**config.mk**
```make
export PLATFORM = sky130hd
export DESIGN_NAME = eth_tx_arb
export DESIGN_NICKNAME = d
export VERILOG_FILES = /design/src/rtl/eth_pkg.sv /design/src/rtl/eth_tx_arb.sv
export SDC_FILE = /design/constraint.sdc
export NUM_CORES = 1
export LEC_CHECK = 0
export BUFFER_PORTS_ARGS = -buffer_cell sky130_fd_sc_hd__buf_2
export CAP_MARGIN = 40
export CORE_ASPECT_RATIO = 0.6
export CORE_MARGIN = 10
export CORE_UTILIZATION = 52
export DETAILED_ROUTE_END_ITERATION = 8
export PLACE_DENSITY = 0.8
export SETUP_SLACK_MARGIN = 0.4
export SYNTH_ARGS = -nofsm -noshare
export SYNTH_HDL_FRONTEND = slang
export SYNTH_SLANG_ARGS = --single-unit
```
**constraint.sdc**
```tcl
create_clock -name clk -period 5.1 [get_ports clk]
set_clock_uncertainty 0.05 [all_clocks]
set_input_delay 0.765 -clock clk [delete_from_list [all_inputs] [get_ports clk]]
set_output_delay 0.765 -clock clk [all_outputs]
set_load 0.02 [all_outputs]
```
**src/rtl/eth_pkg.sv**
```systemverilog
// Shared Ethernet transmit-side definitions.
// Holds the packet-type encoding (also used as the arbiter grant code),
// the transmit arbiter state enum, and the default timing constants.
package eth_pkg;

  // Packet type; doubles as the grant/owner code on the transmit arbiter.
  typedef enum logic [1:0] {
    PKT_NONE = 2'b00,
    PKT_ARP  = 2'b01,
    PKT_UDP  = 2'b10
  } pkt_type_t;

  // Transmit arbiter states.
  typedef enum logic [2:0] {
    ST_IDLE    = 3'd0,
    ST_START   = 3'd1,
    ST_WAIT_EN = 3'd2,
    ST_SEND    = 3'd3,
    ST_IFG     = 3'd4
  } tx_arb_state_t;

  // Default minimum inter-frame gap in transmit clocks.
  localparam int DEF_IFG_CYCLES = 12;
  // Default cycles allowed from start pulse to first sender tx_en.
  localparam int DEF_START_TIMEOUT = 16;

endpackage

```
**src/rtl/eth_tx_arb.sv**
```systemverilog
// eth_tx_arb: shares one MII/GMII transmit port between the ARP and UDP
// frame senders. Requests are latched as pending bits, a round-robin pick
// grants one sender, a one-cycle start enable launches it, and its byte
// stream is forwarded (registered, one clock latency) to the PHY. Every
// frame (or start timeout) is followed by a fixed inter-frame gap.
//
// Ports:
//   clk, rst_n                      transmit clock, async active-low reset
//   i_arp_req, i_udp_req            frame requests (level or pulse)
//   o_arp_start, o_udp_start        one-cycle start enables to the senders
//   i_arp_tx_data/_en               ARP sender byte stream
//   i_udp_tx_data/_en               UDP sender byte stream
//   o_tx_data, o_tx_en              registered PHY transmit stream
//   o_grant                         current owner (pkt_type_t encoding)
//   o_busy                          arbiter not idle
//   o_arp_done, o_udp_done          one-cycle end-of-frame pulses
//   o_err                           one-cycle start-timeout pulse
module eth_tx_arb
  import eth_pkg::*;
#(
  parameter int IFG_CYCLES    = DEF_IFG_CYCLES,
  parameter int START_TIMEOUT = DEF_START_TIMEOUT
) (
  input  logic       clk,
  input  logic       rst_n,
  input  logic       i_arp_req,
  input  logic       i_udp_req,
  output logic       o_arp_start,
  output logic       o_udp_start,
  input  logic [7:0] i_arp_tx_data,
  input  logic       i_arp_tx_en,
  input  logic [7:0] i_udp_tx_data,
  input  logic       i_udp_tx_en,
  output logic [7:0] o_tx_data,
  output logic       o_tx_en,
  output logic [1:0] o_grant,
  output logic       o_busy,
  output logic       o_arp_done,
  output logic       o_udp_done,
  output logic       o_err
);

  localparam int CNT_MAX = (IFG_CYCLES > START_TIMEOUT) ? IFG_CYCLES : START_TIMEOUT;
  localparam int CNT_W   = $clog2(CNT_MAX + 1);

  tx_arb_state_t    state_q, state_d;
  pkt_type_t        grant_q, grant_d;
  pkt_type_t        last_q, last_d;
  logic             pend_arp_q, pend_arp_d;
  logic             pend_udp_q, pend_udp_d;
  logic [CNT_W-1:0] timer_q, timer_d;
  logic             arp_start_q, arp_start_d;
  logic             udp_start_q, udp_start_d;
  logic             arp_done_q, arp_done_d;
  logic             udp_done_q, udp_done_d;
  logic             err_q, err_d;
  logic             busy_q;
  logic             tx_en_q, tx_en_d;
  logic [7:0]       tx_data_q, tx_data_d;
  pkt_type_t        pick_s;
  logic             gnt_en_s;
  logic [7:0]       gnt_data_s;
  logic             fwd_s;

  // Select the granted sender's stream; the other sender is ignored.
  always_comb begin
    gnt_en_s   = 1'b0;
    gnt_data_s = 8'h00;
    case (grant_q)
      PKT_ARP: begin
        gnt_en_s   = i_arp_tx_en;
        gnt_data_s = i_arp_tx_data;
      end
      PKT_UDP: begin
        gnt_en_s   = i_udp_tx_en;
        gnt_data_s = i_udp_tx_data;
      end
      default: begin
        gnt_en_s   = 1'b0;
        gnt_data_s = 8'h00;
      end
    endcase
  end

  // Round-robin pick: a lone pending source wins, a tie goes to the source
  // that was not served last.
  always_comb begin
    pick_s = PKT_NONE;
    if (pend_arp_q && pend_udp_q) begin
      pick_s = (last_q == PKT_ARP) ? PKT_UDP : PKT_ARP;
    end else if (pend_arp_q) begin
      pick_s = PKT_ARP;
    end else if (pend_udp_q) begin
      pick_s = PKT_UDP;
    end else begin
      pick_s = PKT_NONE;
    end
  end

  // Arbiter next-state, pending bookkeeping and pulse generation.
  always_comb begin
    state_d     = state_q;
    grant_d     = grant_q;
    last_d      = last_q;
    timer_d     = timer_q;
    pend_arp_d  = pend_arp_q | i_arp_req;
    pend_udp_d  = pend_udp_q | i_udp_req;
    arp_start_d = 1'b0;
    udp_start_d = 1'b0;
    arp_done_d  = 1'b0;
    udp_done_d  = 1'b0;
    err_d       = 1'b0;
    case (state_q)
      ST_IDLE: begin
        if (pick_s != PKT_NONE) begin
          grant_d     = pick_s;
          state_d     = ST_START;
          // Start pulses are registered here so they are visible in START.
          arp_start_d = (pick_s == PKT_ARP);
          udp_start_d = (pick_s == PKT_UDP);
        end else begin
          grant_d = PKT_NONE;
        end
      end
      ST_START: begin
        // Clear only the granted bit; a request in this same cycle re-arms it.
        if (grant_q == PKT_ARP) begin
          pend_arp_d = i_arp_req;
        end else if (grant_q == PKT_UDP) begin
          pend_udp_d = i_udp_req;
        end else begin
          pend_arp_d = pend_arp_q | i_arp_req;
        end
        last_d  = grant_q;
        timer_d = '0;
        state_d = ST_WAIT_EN;
      end
      ST_WAIT_EN: begin
        // The START cycle is the first cycle of the timeout window, so the
        // abort fires START_TIMEOUT clocks after the start pulse.
        if (gnt_en_s) begin
          state_d = ST_SEND;
        end else if (timer_q == CNT_W'(START_TIMEOUT - 2)) begin
          err_d   = 1'b1;
          timer_d = '0;
          state_d = ST_IFG;
        end else begin
          timer_d = timer_q + CNT_W'(1);
        end
      end
      ST_SEND: begin
        if (!gnt_en_s) begin
          arp_done_d = (grant_q == PKT_ARP);
          udp_done_d = (grant_q == PKT_UDP);
          timer_d    = '0;
          state_d    = ST_IFG;
        end else begin
          state_d = ST_SEND;
        end
      end
      ST_IFG: begin
        if (timer_q == CNT_W'(IFG_CYCLES - 1)) begin
          grant_d = PKT_NONE;
          state_d = ST_IDLE;
        end else begin
          timer_d = timer_q + CNT_W'(1);
        end
      end
      default: begin
        grant_d = PKT_NONE;
        state_d = ST_IDLE;
      end
    endcase
  end

  // Forward the granted stream only while a frame may be on the wire.
  always_comb begin
    fwd_s     = ((state_q == ST_WAIT_EN) || (state_q == ST_SEND)) && gnt_en_s;
    tx_en_d   = fwd_s;
    tx_data_d = fwd_s ? gnt_data_s : 8'h00;
  end

  // State, bookkeeping and output registers.
  always_ff @(posedge clk or negedge rst_n) begin
    if (!rst_n) begin
      state_q     <= ST_IDLE;
      grant_q     <= PKT_NONE;
      last_q      <= PKT_UDP;
      pend_arp_q  <= 1'b0;
      pend_udp_q  <= 1'b0;
      timer_q     <= '0;
      arp_start_q <= 1'b0;
      udp_start_q <= 1'b0;
      arp_done_q  <= 1'b0;
      udp_done_q  <= 1'b0;
      err_q       <= 1'b0;
      busy_q      <= 1'b0;
      tx_en_q     <= 1'b0;
      tx_data_q   <= 8'h00;
    end else begin
      state_q     <= state_d;
      grant_q     <= grant_d;
      last_q      <= last_d;
      pend_arp_q  <= pend_arp_d;
      pend_udp_q  <= pend_udp_d;
      timer_q     <= timer_d;
      arp_start_q <= arp_start_d;
      udp_start_q <= udp_start_d;
      arp_done_q  <= arp_done_d;
      udp_done_q  <= udp_done_d;
      err_q       <= err_d;
      busy_q      <= (state_d != ST_IDLE);
      tx_en_q     <= tx_en_d;
      tx_data_q   <= tx_data_d;
    end
  end

  assign o_arp_start = arp_start_q;
  assign o_udp_start = udp_start_q;
  assign o_arp_done  = arp_done_q;
  assign o_udp_done  = udp_done_q;
  assign o_err       = err_q;
  assign o_busy      = busy_q;
  assign o_grant     = grant_q;
  assign o_tx_en     = tx_en_q;
  assign o_tx_data   = tx_data_q;

endmodule

```
==> Word level (Yosys, flattened, before mapping) <==
Cells that the tools add are included.
{ "classes": {"n_addsub": 1, "n_eq_ne": 15, "mux": 37, "n_bitwise": 3, "reduce_logical": 10} }
{ "ops": {"columns": ["cell", "count"], "rows": [
  ["$mux 5", 4],
  ["$pmux 5 s4", 1],
  ["$mux 1", 16],
  ["$pmux 8 s2", 1],
  ["$mux 3", 5],
  ["$pmux 3 s5", 1],
  ["$mux 2", 6],
  ["$eq 5x4->1 const B", 2],
  ["$mux 8", 1],
  ["$ne 2x2->1 const B", 4],
  ["$eq 2x1->1 const B", 3],
  ["$eq 3x2->1 const B", 2],
  ["$pmux 2 s3", 1],
  ["$add 5x1->5 const B", 1],
  ["$eq 2x2->1 const B", 2],
  ["$reduce_and 4->1", 1],
  ["$reduce_bool 4->1", 1],
  ["$eq 3x1->1 const B", 1],
  ["$eq 3x3->1 const B", 1],
  ["$logic_not 3->1", 1],
  ["$reduce_bool 3->1", 1],
  ["$reduce_or 3->1", 1],
  ["$logic_and 1x1->1", 2],
  ["$or 1x1->1", 2],
  ["other kinds (5)", 5]
]} }
{ "word_totals": {"regBits": 29, "input_bits": 22, "out_inout_bits": 17, "word_cells": 80} }

==> Longest topological paths before layout <==
{ "depth": {"ltp_word": 7, "depth_mapped": 6, "ltp_nobuf": 6} }

==> Worst setup path before layout <==
No wires, ideal clock.
{ "synth_path": {"path_kind": "input to register", "start": "input i_udp_tx_en", "end": "register timer_q[3]", "setup_ns": 0.126, "t_arrival_ns": 1.610, "required_time_ns": 4.924, "slack_ns": 3.314, "path_stages": 4, "path_buffers": 0, "path_cell_list": "a22oi_1 > o21ba_4 > nor2_2 > a221o_1"} }
{ "synth_via": {"elab_chain_cells": 3, "elab_cells_between_ends": 4, "classes_between": "eq/ne: 2; mux: 1; reduce/logical: 1"} }
{ "synth_lines": {"columns": ["item", "line", "text"], "rows": [
  ["start, declared", "eth_tx_arb.sv:33", "input logic i_udp_tx_en,"],
  ["$pmux 1 s2 (*)", "eth_tx_arb.sv:69", "case (grant_q)"],
  ["$ne 2x2->1 (no source line)", null, null],
  ["$reduce_and 4->1 (no source line) (*)", null, null],
  ["end signal, assigned", "eth_tx_arb.sv:206", "timer_q <= timer_d;"],
  ["end, declared", "eth_tx_arb.sv:51", "logic [CNT_W-1:0] timer_q, timer_d;"]
]} }
Mark *: on every way between the ends. The rest lies on a longest branch, timed or not.
A chain may end at the register's enable or synchronous reset.

==> Final worst setup path <==
{ "layout_path": {"start": "register grant_q[1], in the netlist o_grant[1]", "end": "register tx_data_q[2], in the netlist o_tx_data[2]"} }
{ "layout_via": {"elab_chain_cells": 4, "elab_cells_between_ends": 6, "classes_between": "eq/ne: 2; mux: 3; reduce/logical: 1"} }
{ "layout_lines": {"columns": ["item", "line", "text"], "rows": [
  ["start, declared", "eth_tx_arb.sv:47", "pkt_type_t grant_q, grant_d;"],
  ["start signal, assigned", "eth_tx_arb.sv:202", "grant_q <= grant_d;"],
  ["$eq 2x2->1 or $eq 2x1->1 (tied branches)", "eth_tx_arb.sv:69", null],
  ["$pmux 1 s2", "eth_tx_arb.sv:69", null],
  ["$logic_and 1x1->1", "eth_tx_arb.sv:178", "fwd_s = ((state_q == ST_WAIT_EN) || (state_q == ST_SEND)) && gnt_en_s;"],
  ["$mux 8 (*)", "eth_tx_arb.sv:180", "tx_data_d = fwd_s ? gnt_data_s : 8'h00;"],
  ["named net tx_data_d[2]", "eth_tx_arb.sv:59", "logic [7:0] tx_data_q, tx_data_d;"],
  ["end signal, assigned", "eth_tx_arb.sv:214", "tx_data_q <= tx_data_d;"],
  ["end, declared", "eth_tx_arb.sv:59", null]
]} }
The timed path passes the listed nets; every way through them passes the cells marked *.

==> qor.txt <==
WL/cell - 16.4 µm
layout cell share with drive strength beyond 1 - 0.354
Tmin final - 2.01 ns
Area Overhead vs Synth - 23.0%
die width - 85.4 µm
Setup TNS Final - 0 ns
GP Congestion - 0.807
total number of vias - 1047
kind of path behind the tightest hold check - in -> async
Worst-Margin Slew - 0.620 ns
dpl cell area - 1540 µm²
Port Buffers - 38
fmax - 498 MHz
vias in the first global route - 1046
Final Power - 0.000866 W
row count - 14
pwr/cell area - 529 nW/µm²
max cap viols - 0
Worst VDD drop - 0.323 mV
Fin. Hold Viols - 0
hpwl dp - 2.34 mm
crit share post-route - 0.393
Critical R2R Capture - o_tx_data[2]$_DFF_PN0_
Yosys reg bits - 29
die area - 5050 µm²
Max Fanout on Critical Path - 12
n_diodes - 0
Final #Nets - 186
Worst R2R Start - o_grant[1]$_DFFE_PN0P_
final setup violation count - 0
Crit. Startpoint - o_grant[1]$_DFFE_PN0P_
Worst-Skew Late Latency - 0.28 ns
CTS H-tree lvls - 2
status - finished clean
1st-iter DRT viols - 42
worst setup path endpoint - o_tx_data[2]$_DFF_PN0_
final WL - 3.17 mm
Clock Pin Slew Worst Setup and Hold Paths - 0.06 ns
CP Data Arrival Time - 2.16 ns
setup repair bufs after CTS - 0
Sink Count - 29
unrepaired setup endpoints after global routing - no
Resized cells post-CTS - 0
drt drc - 0
TritonRoute pass-1 iters - 4
finished layout cell area - 1640 µm²
largest net degree at the start of global routing - 30
Crit. End Element - flop
Core ar. - 2470 µm²
Overflow after GRT - 0
Initial Utilization - 0.540
Cell Area, Synth - 1330 µm²
Crit Path Category - reg -> reg
Die Height - 59.2 µm
leak pwr - 0.850 nW
Startpoint Class - flop
Slew Viols, Final - 0
CTS tree - done
I/O Pins - 39
Unique masters post-synth - 38
post-DR vias/cell - 5.42
Synth Warn # - 0
first-pass GRT wire length - 5.03 mm
Worst slew margin - 0.586
cts bufs inserted - 5
Worst EP required - 5.25 ns
Syn Nets - 146
DRT antenna net count - 0
Total GRT Usage - 0.128
CTS root buffer - clkbuf_8
R2R Setup Slk - 3.09 ns
CTS Buffer Depth - 2
antenna violations before repair - 0
R2R cell count - 5
hold_buf cts - 0
register area share after synthesis - 0.546
Synth Instances - 120
syn_area_per_cell - 11.1 µm²
## where the power goes
part	switching, W	internal [W]
registers	0.0000507	0.000278
clock network	0.0000868	0.000122
logic	0.000191	0.000138
## layout by cell type (no fill, tap or decap), types with 3 or more instances in the layout
cell type and instances:
buf_2 38, a22oi_1 9, inv_1 6, nand2_1 6
and3_1 4, o21ai_0 3, ha_1 4, nor2_1 13
nand3_1 3, nor2b_1 3, clkbuf_8 7, a21o_1 4
dfrtp_1 28
## per-layer routing
| metal | up-vias | global-route usage | part of all wire |
|---|---|---|---|
| li1 | 507 | - | - |
| met1 | 511 | 0.148 | 0.45 |
| met2 | 22 | 0.199 | 0.47 |
| met3 | 7 | 0.0632 | 0.066 |
| met4 | 0 | 0.0561 | 0.011 |
| met5 | - | 0 | 0 |
## per-stage QoR
step                instances  hold WS, ns  utilization  setup WS (ns)
global route              193        0.489        0.664           2.95
detailed placement        185        0.485        0.623           3.11
floorplan                 120        0.419            -           3.31
CTS                       193        0.465        0.664           3.10
finish                    193        0.443        0.664           3.09
global placement          185        0.470        0.623           3.14
## registers in the layout, indices dropped and copies added, names as in the netlist, 2 cells and up
signal     flops
o_tx_data      8
timer_q        5
state_q        3
last_q         2
o_grant        2
## synthesized netlist by cell type, drive strengths merged
library cell / n / share of area
a21oi: 3 / 0.014
nor2: 15 / 0.046
a22oi: 10 / 0.060
nand3: 3 / 0.011
a221o: 1 / 0.0075
dfrtp: 28 / 0.53
clkbuf: 3 / 0.0094
nand2b: 2 / 0.0094
ha: 4 / 0.038
or3: 1 / 0.0047
o21ba: 1 / 0.012
nand4bb: 1 / 0.0085
mux2: 2 / 0.017
nor3b: 2 / 0.019
o21bai: 2 / 0.011
nand3b: 1 / 0.0056
nor4: 1 / 0.0047
nor3: 1 / 0.0038
o22ai: 2 / 0.0094
inv: 6 / 0.017
and3: 5 / 0.027
nor4b: 1 / 0.0066
nor2b: 3 / 0.014
a21o: 4 / 0.023
dfstp: 1 / 0.020
nand4b: 1 / 0.0066
a22o: 2 / 0.013
o31ai: 2 / 0.011
o311a: 1 / 0.0075
buf: 2 / 0.0094
o21ai: 3 / 0.011
nand2: 6 / 0.017
## worst max-delay path: stages (launching register included)
cell     delay, ns
dfrtp_1       0.43
inv_1         0.09
ha_1          0.38
a22oi_1       0.21
or3_1         0.55
nor2_1        0.20
## cell type report
cell class / count / area, µm²
Fill cell: 186 / 831
Sequential cell: 29 / 727
Multi-Input combinational cell: 80 / 558
Timing Repair Buffer: 38 / 190
Clock buffer: 7 / 96.3
Tap cell: 32 / 40.0
Inverter: 6 / 22.5
Clock inverter: 1 / 5.00
## how the worst min path moves through the flow
stage	endpoint	slack, ns
2_1_floorplan	last_q[0]$_DFFE_PN0N_	0.42
3_3_place_gp	timer_q[4]$_DFFE_PN0P_	0.47
3_5_place_dp	timer_q[4]$_DFFE_PN0P_	0.48
4_1_cts	o_arp_start$_DFF_PN0_	0.46
5_1_grt	timer_q[0]$_DFFE_PN0P_	0.49
6_report	timer_q[0]$_DFFE_PN0P_	0.44
## kinds of logic after synthesis
logic type	Yosys count	share of synthesized area
AOI/OAI and AO/OA	31	0.180
adders and majority gates	4	0.0376
buffers and inverters	11	0.0357
DFF	29	0.546
muxes	2	0.0169
and+or+nand+nor	43	0.184
No activity file was read; power rests on OpenSTA's default activity.
